`src/rtl/decode_stage_fwd_if.sv`:
```
// Decode stage bundle: fetch-side inputs, writeback, bypass lanes
// and the registered decode outputs toward execute.
interface decode_stage_fwd_if #(
  parameter int XLEN = 16,
  parameter int NFWD = 2
);
  logic                 in_valid;
  logic [15:0]          instr;
  logic                 stall;
  logic                 flush;
  logic                 wb_en;
  logic [2:0]           wb_addr;
  logic [XLEN-1:0]      wb_data;
  logic [NFWD-1:0]      fwd_valid;
  logic [NFWD-1:0]      fwd_pending;
  logic [3*NFWD-1:0]    fwd_idx;
  logic [XLEN*NFWD-1:0] fwd_data;
  logic                 stall_req;
  logic                 out_valid;
  logic [3:0]           opcode;
  logic                 imm_flag;
  logic [2:0]           rd;
  logic [4:0]           imm;
  logic [XLEN-1:0]      op1;
  logic [XLEN-1:0]      op2;
  logic [XLEN-1:0]      branch_target;

  modport master (
    output in_valid, instr, stall, flush,
    output wb_en, wb_addr, wb_data,
    output fwd_valid, fwd_pending, fwd_idx, fwd_data,
    input  stall_req, out_valid, opcode, imm_flag,
    input  rd, imm, op1, op2, branch_target
  );

  modport slave (
    input  in_valid, instr, stall, flush,
    input  wb_en, wb_addr, wb_data,
    input  fwd_valid, fwd_pending, fwd_idx, fwd_data,
    output stall_req, out_valid, opcode, imm_flag,
    output rd, imm, op1, op2, branch_target
  );
endinterface

```
`src/rtl/decode_stage_fwd.sv`:
```
// Decode stage with register file, prioritised bypass lanes,
// hazard stall request and a one-cycle output register.
module decode_stage_fwd #(
  parameter int XLEN = 16,
  parameter int NFWD = 2,
  parameter int NREG = 8
) (
  input logic          clk,
  input logic          reset,
  decode_stage_fwd_if.slave bus
);

  typedef struct packed {
    logic            valid;
    logic [3:0]      opcode;
    logic            imm_flag;
    logic [2:0]      rd;
    logic [4:0]      imm;
    logic [XLEN-1:0] op1;
    logic [XLEN-1:0] op2;
    logic [XLEN-1:0] bt;
  } out_t;

  logic [XLEN-1:0] regs [NREG];

  logic [1:0][2:0]      src;
  logic [1:0][XLEN-1:0] opnd;
  logic [1:0]           haz;
  logic [1:0]           hit;
  logic                 immf;
  logic                 hz;

  out_t d;
  out_t q;

  assign immf = bus.instr[11];

  // Register file: writeback lands every edge, independent of stalls.
  always_ff @(posedge clk or posedge reset) begin
    if (reset) begin
      for (int i = 0; i < NREG; i++) begin
        regs[i] <= '0;
      end
    end else if (bus.wb_en) begin
      regs[bus.wb_addr] <= bus.wb_data;
    end
  end

  // Operand resolution: youngest matching lane, then writeback, then file.
  always_comb begin
    src[0] = bus.instr[7:5];
    src[1] = bus.instr[4:2];
    hit    = '0;
    haz    = '0;
    for (int j = 0; j < 2; j++) begin
      opnd[j] = regs[src[j]];
      if (bus.wb_en && bus.wb_addr == src[j]) begin
        opnd[j] = bus.wb_data;
      end
      for (int k = 0; k < NFWD; k++) begin
        if (!hit[j] && bus.fwd_valid[k] &&
            bus.fwd_idx[3*k +: 3] == src[j]) begin
          hit[j]  = 1'b1;
          haz[j]  = bus.fwd_pending[k];
          opnd[j] = bus.fwd_data[XLEN*k +: XLEN];
        end
      end
    end
  end

  // An immediate second operand never waits on a lane.
  assign hz = haz[0] | (haz[1] & ~immf);
  assign bus.stall_req = bus.in_valid & hz;

  // Decoded bundle as it would be loaded this edge.
  always_comb begin
    d          = '0;
    d.valid    = 1'b1;
    d.opcode   = bus.instr[15:12];
    d.imm_flag = immf;
    d.rd       = bus.instr[10:8];
    d.imm      = bus.instr[4:0];
    d.op1      = opnd[0];
    d.op2      = opnd[1];
    if (immf) begin
      d.op2      = '0;
      d.op2[4:0] = bus.instr[4:0];
    end
    d.bt[10:0] = bus.instr[10:0];
  end

  // Pipeline register: flush beats stall; stall holds; else bubble or load.
  always_ff @(posedge clk or posedge reset) begin
    if (reset) begin
      q <= '0;
    end else if (bus.flush) begin
      q <= '0;
    end else if (!bus.stall) begin
      if (!bus.in_valid || bus.stall_req) begin
        q <= '0;
      end else begin
        q <= d;
      end
    end
  end

  assign bus.out_valid     = q.valid;
  assign bus.opcode        = q.opcode;
  assign bus.imm_flag      = q.imm_flag;
  assign bus.rd            = q.rd;
  assign bus.imm           = q.imm;
  assign bus.op1           = q.op1;
  assign bus.op2           = q.op2;
  assign bus.branch_target = q.bt;

endmodule

```
`src/flat_wrapper.sv`:
```
// flat-port wrapper written by rule: the top's interface ports become plain ports
module decode_stage_fwd_flat 
#(
  parameter int XLEN = 16,
  parameter int NFWD = 2,
  parameter int NREG = 8
)
  (clk, reset, bus_in_valid, bus_instr, bus_stall, bus_flush, bus_wb_en, bus_wb_addr, bus_wb_data, bus_fwd_valid, bus_fwd_pending, bus_fwd_idx, bus_fwd_data, bus_stall_req, bus_out_valid, bus_opcode, bus_imm_flag, bus_rd, bus_imm, bus_op1, bus_op2, bus_branch_target);
  decode_stage_fwd_if #(.XLEN(XLEN), .NFWD(NFWD)) bus_i ();
  input logic clk;
  input logic reset;
  input wire logic [$bits(bus_i.in_valid)-1:0] bus_in_valid;
  input wire logic [$bits(bus_i.instr)-1:0] bus_instr;
  input wire logic [$bits(bus_i.stall)-1:0] bus_stall;
  input wire logic [$bits(bus_i.flush)-1:0] bus_flush;
  input wire logic [$bits(bus_i.wb_en)-1:0] bus_wb_en;
  input wire logic [$bits(bus_i.wb_addr)-1:0] bus_wb_addr;
  input wire logic [$bits(bus_i.wb_data)-1:0] bus_wb_data;
  input wire logic [$bits(bus_i.fwd_valid)-1:0] bus_fwd_valid;
  input wire logic [$bits(bus_i.fwd_pending)-1:0] bus_fwd_pending;
  input wire logic [$bits(bus_i.fwd_idx)-1:0] bus_fwd_idx;
  input wire logic [$bits(bus_i.fwd_data)-1:0] bus_fwd_data;
  output wire logic [$bits(bus_i.stall_req)-1:0] bus_stall_req;
  output wire logic [$bits(bus_i.out_valid)-1:0] bus_out_valid;
  output wire logic [$bits(bus_i.opcode)-1:0] bus_opcode;
  output wire logic [$bits(bus_i.imm_flag)-1:0] bus_imm_flag;
  output wire logic [$bits(bus_i.rd)-1:0] bus_rd;
  output wire logic [$bits(bus_i.imm)-1:0] bus_imm;
  output wire logic [$bits(bus_i.op1)-1:0] bus_op1;
  output wire logic [$bits(bus_i.op2)-1:0] bus_op2;
  output wire logic [$bits(bus_i.branch_target)-1:0] bus_branch_target;
  assign bus_i.in_valid = bus_in_valid;
  assign bus_i.instr = bus_instr;
  assign bus_i.stall = bus_stall;
  assign bus_i.flush = bus_flush;
  assign bus_i.wb_en = bus_wb_en;
  assign bus_i.wb_addr = bus_wb_addr;
  assign bus_i.wb_data = bus_wb_data;
  assign bus_i.fwd_valid = bus_fwd_valid;
  assign bus_i.fwd_pending = bus_fwd_pending;
  assign bus_i.fwd_idx = bus_fwd_idx;
  assign bus_i.fwd_data = bus_fwd_data;
  assign bus_stall_req = bus_i.stall_req;
  assign bus_out_valid = bus_i.out_valid;
  assign bus_opcode = bus_i.opcode;
  assign bus_imm_flag = bus_i.imm_flag;
  assign bus_rd = bus_i.rd;
  assign bus_imm = bus_i.imm;
  assign bus_op1 = bus_i.op1;
  assign bus_op2 = bus_i.op2;
  assign bus_branch_target = bus_i.branch_target;
  decode_stage_fwd #(.XLEN(XLEN), .NFWD(NFWD), .NREG(NREG)) u_core (.clk(clk), .reset(reset), .bus(bus_i));
endmodule
```
`config.mk`:
```
export PLATFORM = sky130hd
export DESIGN_NAME = decode_stage_fwd_flat
export DESIGN_NICKNAME = d
export VERILOG_FILES = /design/src/rtl/decode_stage_fwd_if.sv /design/src/rtl/decode_stage_fwd.sv /design/src/flat_wrapper.sv
export SDC_FILE = /design/constraint.sdc
export NUM_CORES = 1
export LEC_CHECK = 0
export ABC_AREA = 1
export CORE_MARGIN = 4
export CORE_UTILIZATION = 55
export DETAILED_ROUTE_END_ITERATION = 7
export GPL_ROUTABILITY_DRIVEN = 0
export GPL_TIMING_DRIVEN = 0
export PLACE_DENSITY = 0.83
export RECOVER_POWER = 25
export REMOVE_ABC_BUFFERS = 1
export SETUP_SLACK_MARGIN = 0.2
export SYNTH_ARGS = -nofsm -noshare
export SYNTH_HDL_FRONTEND = slang
export SYNTH_SLANG_ARGS = --single-unit
```
`constraint.sdc`:
```
create_clock -name clk -period 11.8 [get_ports clk]
set_clock_uncertainty 0.05 [all_clocks]
set_input_delay 2.36 -clock clk [delete_from_list [all_inputs] [get_ports clk]]
set_output_delay 2.36 -clock clk [all_outputs]
set_load 0.05 [all_outputs]
```
* Yosys cells after proc, flatten, opt, wreduce, memory -nomap -nowiden *
Index checks and enable logic that the tools add are counted.

storage, ports and cells
  input port bits = 83
  output and inout port bits = 63
  word-level logic and storage cells = 72
  flip-flop bits (word level) = 190

operators by class
  order comparisons = 4
  equal/unequal tests = 7
  mux-type cells = 25
  bitwise gates (word level) = 7
  reduce and logical (&&, ||, !) cells = 13

operator list
  cell                count
  $mux 16             12
  $mux 62             3
  $bwmux 128          1
  $bmux 16 s3         2
  $demux 16 s3        1
  $eq 3x3->1          6
  $ge 4x4->1 const B  3
  $not 3->4           3
  $logic_and 1x1->1   9
  $mux 1              6
  $lt 4x1->1 const B  1
  $logic_not 1->1     3
  $and 1x1->1         2
  $ne 2x1->1 const B  1
  $logic_or 1x1->1    1
  $not 1->1           1
  $or 1x1->1          1

* Depth between registers and ports, before layout *
Gate-level depths: netlist of run 1.

  depth after elaboration = 14
  depth in mapped cells = 16

* Worst setup path after synthesis of run 1 *
No wires, ideal clock.

  path type = input to output
  from = input bus_instr[2]
  to = output bus_stall_req
  stages on the path = 9
  setup slack = 5,426 ps
  arrival time = 3,964 ps
  cell sequence = buf_2 > inv_2 > a21oi_1 > nand2_1 > nor2_2 > nand2_2 > nand2_1 > nand3_2 > a21oi_1

between the ends
  longest elaborated chain between the ends = 10

RTL lines
  item                            line                    RTL
  start, declared                 flat_wrapper.sv:13      input wire logic [$bits(bus_i.instr)-1:0] bus_instr;
  $eq 3x3->1                      decode_stage_fwd.sv:62  bus.fwd_idx[3*k +: 3] == src[j]) begin
  $logic_and 1x1->1               decode_stage_fwd.sv:61  if (!hit[j] && bus.fwd_valid[k] &&
  $mux 1                          decode_stage_fwd.sv:61
  $logic_not 1->1                 decode_stage_fwd.sv:61
  $logic_and 1x1->1 (2 in a row)  decode_stage_fwd.sv:61
  $mux 1 *                        decode_stage_fwd.sv:61
  $and 1x1->1 *                   decode_stage_fwd.sv:72  assign hz = haz[0] | (haz[1] & ~immf);
  $or 1x1->1 *                    decode_stage_fwd.sv:72
  $and 1x1->1 *                   decode_stage_fwd.sv:73  assign bus.stall_req = bus.in_valid & hz;
  end, declared                   flat_wrapper.sv:23      output wire logic [$bits(bus_i.stall_req)-1:0] bus_stall_req;

Every way passes the cells marked *; elsewhere a longest branch is shown, timed or not.

* Worst setup path in the final report of run 1 *
  from = input bus_instr[3]
  to = output bus_stall_req

The elaborated chain is that of the path after synthesis.

==> impl_metrics.xml, run 1 <==
<?xml version="1.0" encoding="UTF-8"?>
<metrics>
  <group name="floorplan">
    <metric name="area_of_the_placeable_core" unit="mm^2">0.0181</metric>
    <metric name="io_pins" unit="">146</metric>
    <metric name="floorplan.rows" unit="">49</metric>
    <metric name="initial_util" unit="">0.564</metric>
    <metric name="die_w" unit="um">144</metric>
    <metric name="design.die.area" unit="mm^2">0.0208</metric>
    <metric name="die_height" unit="um">144</metric>
  </group>
  <group name="setup_path">
    <metric name="reg2reg_setup_slack" unit="ns">10.31</metric>
    <metric name="timing_worst_setup_path_type" unit="">input pin to primary output</metric>
    <metric name="timing.critical_path.arrival" unit="ns">7.29</metric>
    <metric name="critical_path_peak_fanout" unit="">47</metric>
    <metric name="worst_ep_required_time" unit="ns">9.39</metric>
    <metric name="start_point_of_the_critical_path" unit="">bus_instr[3]</metric>
    <metric name="cp-start-kind" unit="">input pin</metric>
    <metric name="rr_endpoint" unit="">u_core.bus.op1[13]</metric>
    <metric name="timing.critical_path.to_type" unit="">primary output</metric>
    <metric name="reg2reg_depth" unit="">8</metric>
    <metric name="rr_startpoint" unit="">u_core.regs[93]</metric>
  </group>
  <group name="logic_synthesis">
    <metric name="synthesis.area" unit="mm^2">0.0102</metric>
    <metric name="ys_seq_area_frac" unit="">0.433</metric>
    <metric name="ys.warnings.count" unit="">0</metric>
    <metric name="number_of_synthesized_flops_with_an_enable_pin" unit="">0</metric>
    <metric name="postSynthRegisterBits" unit="">177</metric>
    <metric name="asyncSetResetFlopFracSynth" unit="">1.00</metric>
    <metric name="synthTopCellsByCount" unit="">nand2_1 (530), nand3_1 (181), o21ai_0 (179)</metric>
    <metric name="post_synth_inst_count" unit="">1479</metric>
    <metric name="post_synthesis_cell_type_with_the_largest_combined_area" unit="">dfrtp_1</metric>
    <metric name="postSynthAreaPerCell" unit="um^2">6.92</metric>
    <metric name="ys_dominant_reg_cell" unit="">dfrtp_1</metric>
    <metric name="yosysUniqueCellTypes" unit="">31</metric>
    <metric name="synthDominantCellAreaShare" unit="">0.433</metric>
    <metric name="yosys.cell_count.top_type" unit="">nand2_1</metric>
    <metric name="synth_area_leaders" unit="">dfrtp_1 (43%), nand2_1 (19%), nand3_1 (8.9%)</metric>
  </group>
  <group name="clock_tree">
    <metric name="clk_pin_slew_worst_paths" unit="ns">0.06</metric>
    <metric name="cts-buffers-inserted" unit="">17</metric>
    <metric name="cts_resized" unit="">0</metric>
    <metric name="cts_htree_levels" unit="">4</metric>
    <metric name="clkSinkCount" unit="">177</metric>
    <metric name="cts-root-buf" unit="">clkbuf_16</metric>
    <metric name="cts_hold_repair.buffers" unit="">0</metric>
    <metric name="clock_insertion_delay_worst_skew" unit="ns">0.44</metric>
    <metric name="post_cts.repair.setup_buffers" unit="">0</metric>
    <metric name="cts_tree" unit="">built</metric>
    <metric name="clock_path_buffers" unit="">2</metric>
  </group>
  <group name="job">
    <metric name="drv_cap" unit="">1</metric>
  </group>
  <group name="sta">
    <metric name="maxClockFrequency" unit="GHz">0.103</metric>
    <metric name="min_period_over_period" unit="">0.822</metric>
    <metric name="timing.final.ws_setup" unit="ns">2.10</metric>
    <metric name="layout_min_cycle_time" unit="ns">9.70</metric>
    <metric name="setup_viol" unit="">0</metric>
    <metric name="least_margin_pin_slew" unit="ns">3.72</metric>
    <metric name="final-hold-violation-count" unit="">0</metric>
    <metric name="fin_tns_setup" unit="ns">0</metric>
    <metric name="timing_max_transition_violations_final" unit="">82</metric>
    <metric name="max_slew_margin" unit="">-1.49</metric>
    <metric name="rsz0062_at_grt" unit="">false</metric>
  </group>
  <group name="grt">
    <metric name="first_pass_grt_wire_length" unit="um">53000</metric>
    <metric name="grt_start_max_net_pins" unit="">97</metric>
    <metric name="gr-total-overflow" unit="">0</metric>
    <metric name="grt_usage" unit="">0.326</metric>
    <metric name="grt_antenna_before_repair" unit="">0</metric>
    <metric name="vias_in_the_first_global_route" unit="">10200</metric>
  </group>
  <group name="status">
    <metric name="result_of_the_run" unit="">finished with violations</metric>
    <metric name="violated_checks" unit="">max-capacitance violations, max-slew violations</metric>
  </group>
  <group name="power">
    <metric name="power.density" unit="mW/mm^2">151</metric>
    <metric name="max-vdd-ir-drop" unit="mV">0.113</metric>
    <metric name="power.leakage" unit="nW">5.73</metric>
    <metric name="power" unit="mW">1.85</metric>
  </group>
  <group name="cells_and_area">
    <metric name="fillers" unit="">1509</metric>
    <metric name="final_net_count" unit="">1622</metric>
    <metric name="layout_cell_share_with_drive_strength_beyond_1" unit="">0.0541</metric>
    <metric name="finish.utilization" unit="">0.674</metric>
    <metric name="antenna_cells_inserted" unit="">0</metric>
    <metric name="layoutNonFillerInstCount" unit="">1781</metric>
    <metric name="flow.area_growth_from_synthesis" unit="%">19.6</metric>
  </group>
  <group name="detailed_routing">
    <metric name="finalWirelength" unit="um">33800</metric>
    <metric name="maxUsedRoutingLayer" unit="">met4</metric>
    <metric name="drt_pre_antenna_iters" unit="">6</metric>
    <metric name="met2_length" unit="um">15400</metric>
    <metric name="wire_per_inst" unit="um">19.0</metric>
    <metric name="final_antenna_net_count" unit="">0</metric>
    <metric name="met1Wirelength" unit="um">13200</metric>
    <metric name="drc" unit="">0</metric>
    <metric name="routed_via_density" unit="">6.01</metric>
    <metric name="detailroute.wirelength.met3" unit="um">3830</metric>
    <metric name="vias_after_detailed_routing" unit="">10700</metric>
    <metric name="first_iter_violations" unit="">1559</metric>
  </group>
  <group name="place">
    <metric name="dpl_worst_slack" unit="ns">2.32</metric>
    <metric name="placedCellCount" unit="">1749</metric>
    <metric name="buffer_ports.inserted" unit="">140</metric>
    <metric name="hpwlAfterDp" unit="um">19800</metric>
  </group>
  <group name="worst_hold_path">
    <metric name="worstHoldPathType" unit="">flop to flop</metric>
    <metric name="timing.hold.worst_endpoint" unit="">u_core.bus.op2[1]</metric>
    <metric name="worstHoldPathCells" unit="">2</metric>
    <metric name="worst_hold_startpoint" unit="">u_core.bus.op2[1]</metric>
  </group>
</metrics>
[logic make-up after synthesis]
group / Yosys count / share of synthesized area
buffers and inverters: 191 / 0.0827
flip-flops: 177 / 0.433
XOR/XNOR: 3 / 0.00257
AND/OR/NAND/NOR: 817 / 0.330
AO/OA/AOI/OAI: 290 / 0.151
other: 1 / 0.000367
[worst max path at each step]
stage                                   endpoint  slack (ns)  depth (start not counted)
floorplan           u_core.bus.branch_target[10]        4.59                          1
global placement                   bus_stall_req        0.58                         10
detailed placement                 bus_stall_req        2.32                         11
CTS                                bus_stall_req        2.29                         11
global route                       bus_stall_req        1.94                         11
finish                             bus_stall_req        2.10                         11
[area by class of cell]
class / instances / area (um^2) / share of cell area
Clock buffer: 23 / 478 / 0.0391
Clock inverter: 9 / 225 / 0.0184
Inverter: 81 / 308 / 0.0252
Multi-Input combinational cell: 1115 / 4990 / 0.408
Sequential cell: 177 / 4430 / 0.362
Tap cell: 229 / 287 / 0.0234
Timing Repair Buffer: 147 / 1520 / 0.124
[sequential cells by signal, summed over array words and instances, names as in the netlist]
| register | count |
|---|---|
| u_core.bus.branch_target | 5 |
| u_core.bus.imm | 4 |
| u_core.bus.op2 | 16 |
| u_core.bus.imm_flag | 1 |
| u_core.bus.op1 | 16 |
| u_core.bus.out_valid | 1 |
| u_core.regs | 128 |
| u_core.bus.rd | 2 |
| u_core.bus.opcode | 4 |
[through the flow]
stage	hold WS (ns)	instance area (um^2)
after global placement	0.411	11400
after floorplan	0.403	9710
after CTS	0.432	12200
after detailed placement	0.415	11500
after global routing	0.447	12200
final	0.428	12200
[layer usage]
layer	global-route usage	vias up
li1	-	4907
met1	0.438	4924
met2	0.512	723
met3	0.0675	141
met4	0.147	0
met5	0	-
[power breakdown]
part	internal, mW	leakage (nW)	switching (mW)
combinational	0.148	3.13	0.258
clock	0.436	0.334	0.240
sequential	0.699	2.26	0.0691
total	1.28	5.73	0.567
[placed cells by master (no fill, tap or decap), drive strengths merged]
cell,instances
nand2,537
o21ai,217
nand3,183
dfrtp,177
clkdlybuf4s50,136
nor2,89
inv,79
a21oi,56
clkbuf,24
o22ai,16
buf,9
bufinv,7
conb,5
nand3b,4
nor3,3
clkinvlp,3
xor2,2
nand4,1
xnor2,1
o211ai,1
clkinv,1
dlygate4sd3,1
[critical path, stage by stage]
cell and delay, ns:
clkdlybuf4s50_1 1.17, inv_2 1.23, nand2_1 0.11, nand2_1 0.12
nor2_2 0.06, nand2_2 0.46, nand2_2 0.43, nand2_1 0.18
nand3_2 0.13, a21oi_1 0.19, clkdlybuf4s50_1 0.82
(Power assumes the default switching activity.)
==> inputs of run 2 (changes only) <==
- clock period: 11.8 -> 8.95 ns (I/O delays scaled with it)
==> impl_metrics.xml, run 2 (synthesis results as in run 1) <==
<?xml version="1.0" encoding="UTF-8"?>
<metrics>
  <group name="setup_path">
    <metric name="worst_ep_required_time" unit="ns">7.11</metric>
    <metric name="cpLargestDelayFamily" unit="">buffers and inverters</metric>
    <metric name="critical_path_peak_fanout" unit="">47</metric>
    <metric name="timing.critical_path.arrival" unit="ns">6.72</metric>
    <metric name="start_point_of_the_critical_path" unit="">bus_instr[3]</metric>
    <metric name="worst_path_largest_cell_delay" unit="ns">1.22</metric>
    <metric name="timing_worst_setup_path_type" unit="">input pin to primary output</metric>
    <metric name="rr_startpoint" unit="">u_core.regs[93]</metric>
    <metric name="timing.critical_path.to_type" unit="">primary output</metric>
    <metric name="critical-path-slowest-cell" unit="">inv_2</metric>
    <metric name="cp-start-kind" unit="">input pin</metric>
    <metric name="critical_path.most_common_cell" unit="">nand2_1</metric>
    <metric name="cp.buffers_inverters" unit="">3</metric>
    <metric name="critical_path.cell_chain" unit="">clkdlybuf4s50_1 -&gt; inv_2 -&gt; nand2_1 -&gt; nand2_1 -&gt; nor2_2 -&gt; nand2_2 -&gt; nand2_2 -&gt; nand2_1 -&gt; nand3_2 -&gt; a21oi_1 -&gt; clkdlybuf4s50_1</metric>
  </group>
  <group name="grt">
    <metric name="grt_antenna_before_repair" unit="">0</metric>
    <metric name="grt_start_max_net_pins" unit="">97</metric>
    <metric name="grt_usage" unit="">0.326</metric>
    <metric name="first_pass_grt_wire_length" unit="um">53000</metric>
    <metric name="gr-total-overflow" unit="">0</metric>
    <metric name="vias_in_the_first_global_route" unit="">10200</metric>
  </group>
  <group name="floorplan">
    <metric name="die_height" unit="um">144</metric>
    <metric name="die_w" unit="um">144</metric>
    <metric name="area_of_the_placeable_core" unit="mm^2">0.0181</metric>
    <metric name="io_pins" unit="">146</metric>
    <metric name="design.die.area" unit="mm^2">0.0208</metric>
    <metric name="initial_util" unit="">0.564</metric>
    <metric name="floorplan.rows" unit="">49</metric>
  </group>
  <group name="sta">
    <metric name="finalHoldWorstSlack" unit="ns">0.428</metric>
    <metric name="min_period_over_period" unit="">0.956</metric>
    <metric name="rsz0062_at_grt" unit="">false</metric>
    <metric name="timing_max_transition_violations_final" unit="">180</metric>
    <metric name="fin_tns_setup" unit="ns">0</metric>
    <metric name="final-hold-violation-count" unit="">0</metric>
    <metric name="maxClockFrequency" unit="GHz">0.117</metric>
    <metric name="setup_viol" unit="">0</metric>
    <metric name="layout_min_cycle_time" unit="ns">8.56</metric>
    <metric name="least_margin_pin_slew" unit="ns">3.63</metric>
    <metric name="timing.final.ws_setup" unit="ns">0.394</metric>
    <metric name="max_slew_margin" unit="">-1.43</metric>
  </group>
  <group name="clock_tree">
    <metric name="cts-buffers-inserted" unit="">17</metric>
    <metric name="cts_htree_levels" unit="">4</metric>
    <metric name="clkSinkCount" unit="">177</metric>
    <metric name="cts_resized" unit="">0</metric>
    <metric name="clock_path_buffers" unit="">2</metric>
    <metric name="cts-root-buf" unit="">clkbuf_16</metric>
    <metric name="clk_pin_slew_worst_paths" unit="ns">0.06</metric>
    <metric name="post_cts.repair.setup_buffers" unit="">0</metric>
    <metric name="cts_hold_repair.buffers" unit="">0</metric>
    <metric name="cts_tree" unit="">built</metric>
    <metric name="clock_insertion_delay_worst_skew" unit="ns">0.44</metric>
  </group>
  <group name="cells_and_area">
    <metric name="multiInputGateArea" unit="mm^2">0.00499</metric>
    <metric name="fillers" unit="">1512</metric>
    <metric name="final_cell_mix" unit="">nand2_1 (530), nand3_1 (180), o21ai_0 (179), dfrtp_1 (177), clkdlybuf4s50_1 (136)</metric>
    <metric name="antenna_cells_inserted" unit="">0</metric>
    <metric name="largest_register_ff_count" unit="">128</metric>
    <metric name="ff_latch_area" unit="mm^2">0.00443</metric>
    <metric name="final_net_count" unit="">1622</metric>
    <metric name="flow.area_growth_from_synthesis" unit="%">19.4</metric>
    <metric name="top_register" unit="">u_core.regs</metric>
    <metric name="layout_commonest_cell" unit="">nand2_1</metric>
    <metric name="layout_cell_share_with_drive_strength_beyond_1" unit="">0.0541</metric>
    <metric name="finish.utilization" unit="">0.673</metric>
  </group>
  <group name="detailed_routing">
    <metric name="met2_length" unit="um">15300</metric>
    <metric name="detailroute.wirelength.met3" unit="um">3910</metric>
    <metric name="met1Wirelength" unit="um">13200</metric>
    <metric name="first_iter_violations" unit="">1559</metric>
    <metric name="wire_per_inst" unit="um">19.0</metric>
    <metric name="maxUsedRoutingLayer" unit="">met4</metric>
    <metric name="routed_via_density" unit="">6.01</metric>
    <metric name="drc" unit="">0</metric>
    <metric name="finalWirelength" unit="um">33800</metric>
    <metric name="vias_after_detailed_routing" unit="">10700</metric>
    <metric name="final_antenna_net_count" unit="">0</metric>
    <metric name="drt_pre_antenna_iters" unit="">6</metric>
  </group>
  <group name="place">
    <metric name="dpl_worst_slack" unit="ns">0.612</metric>
    <metric name="hpwlAfterDp" unit="um">19800</metric>
    <metric name="buffer_ports.inserted" unit="">140</metric>
  </group>
  <group name="power">
    <metric name="max-vdd-ir-drop" unit="mV">0.150</metric>
    <metric name="power.leakage" unit="nW">5.72</metric>
    <metric name="power.density" unit="mW/mm^2">199</metric>
  </group>
  <group name="job">
    <metric name="drv_cap" unit="">2</metric>
  </group>
  <group name="status">
    <metric name="result_of_the_run" unit="">finished with violations</metric>
    <metric name="violated_checks" unit="">max-capacitance violations, max-slew violations</metric>
  </group>
  <group name="worst_hold_path">
    <metric name="worst_hold_startpoint" unit="">u_core.bus.op2[1]</metric>
    <metric name="worstHoldPathType" unit="">flop to flop</metric>
  </group>
</metrics>
-- run 2: power breakdown --
group          internal, mW  switching [mW]  total (mW)
combinational         0.194           0.340       0.534
sequential            0.921          0.0910        1.01
clock                 0.575           0.316       0.891
total                  1.69           0.748        2.44
-- run 2: worst reg2reg max path, cell delays in order, from the launching register on --
cell	delay, ns
dfrtp_1	0.40
nand2_1	0.08
nand3_1	0.09
nand2_1	0.12
nor2_1	0.04
o21ai_0	0.29
nand3_1	0.11
nand2_1	0.13
o21ai_2	0.06
-- run 2: cell type report --
| cell class | count | area share |
|---|---|---|
| multi-input combinational | 1115 | 0.409 |
| sequential | 177 | 0.363 |
| timing repair buffer | 147 | 0.123 |
| clock buffer | 23 | 0.0391 |
| inverter | 81 | 0.0252 |
| tap | 229 | 0.0235 |
| clock inverter | 9 | 0.0184 |
-- run 2: per-stage QoR --
step / std cells / area [um^2] / total power [mW]
after detailed placement: 1749 / 11500 / 1.54
after global routing: 1781 / 12200 / 2.55
after CTS: 1781 / 12200 / 2.43
final: 1781 / 12200 / 2.44
after floorplan: 1373 / 9710 / 1.34
after global placement: 1742 / 11400 / 1.52
-- run 2: path summary, 6_finish.rpt --
check,end,slack [ns],cells after the start
hold / removal,u_core.bus.op2[1],0.43,2
setup / recovery,bus_stall_req,0.39,11
hold reg to reg,u_core.bus.op2[1],0.43,2
min in group asynchronous,u_core.bus.op1[6],2.81,2
setup reg to reg,u_core.bus.op1[13],7.46,8
max in group asynchronous,u_core.regs[43],2.53,3
-- run 2: metal layers --
layer,GRT usage,vias up
li1,-,4909
met1,0.438,4926
met2,0.512,730
met3,0.0675,137
met4,0.147,0
met5,0,-
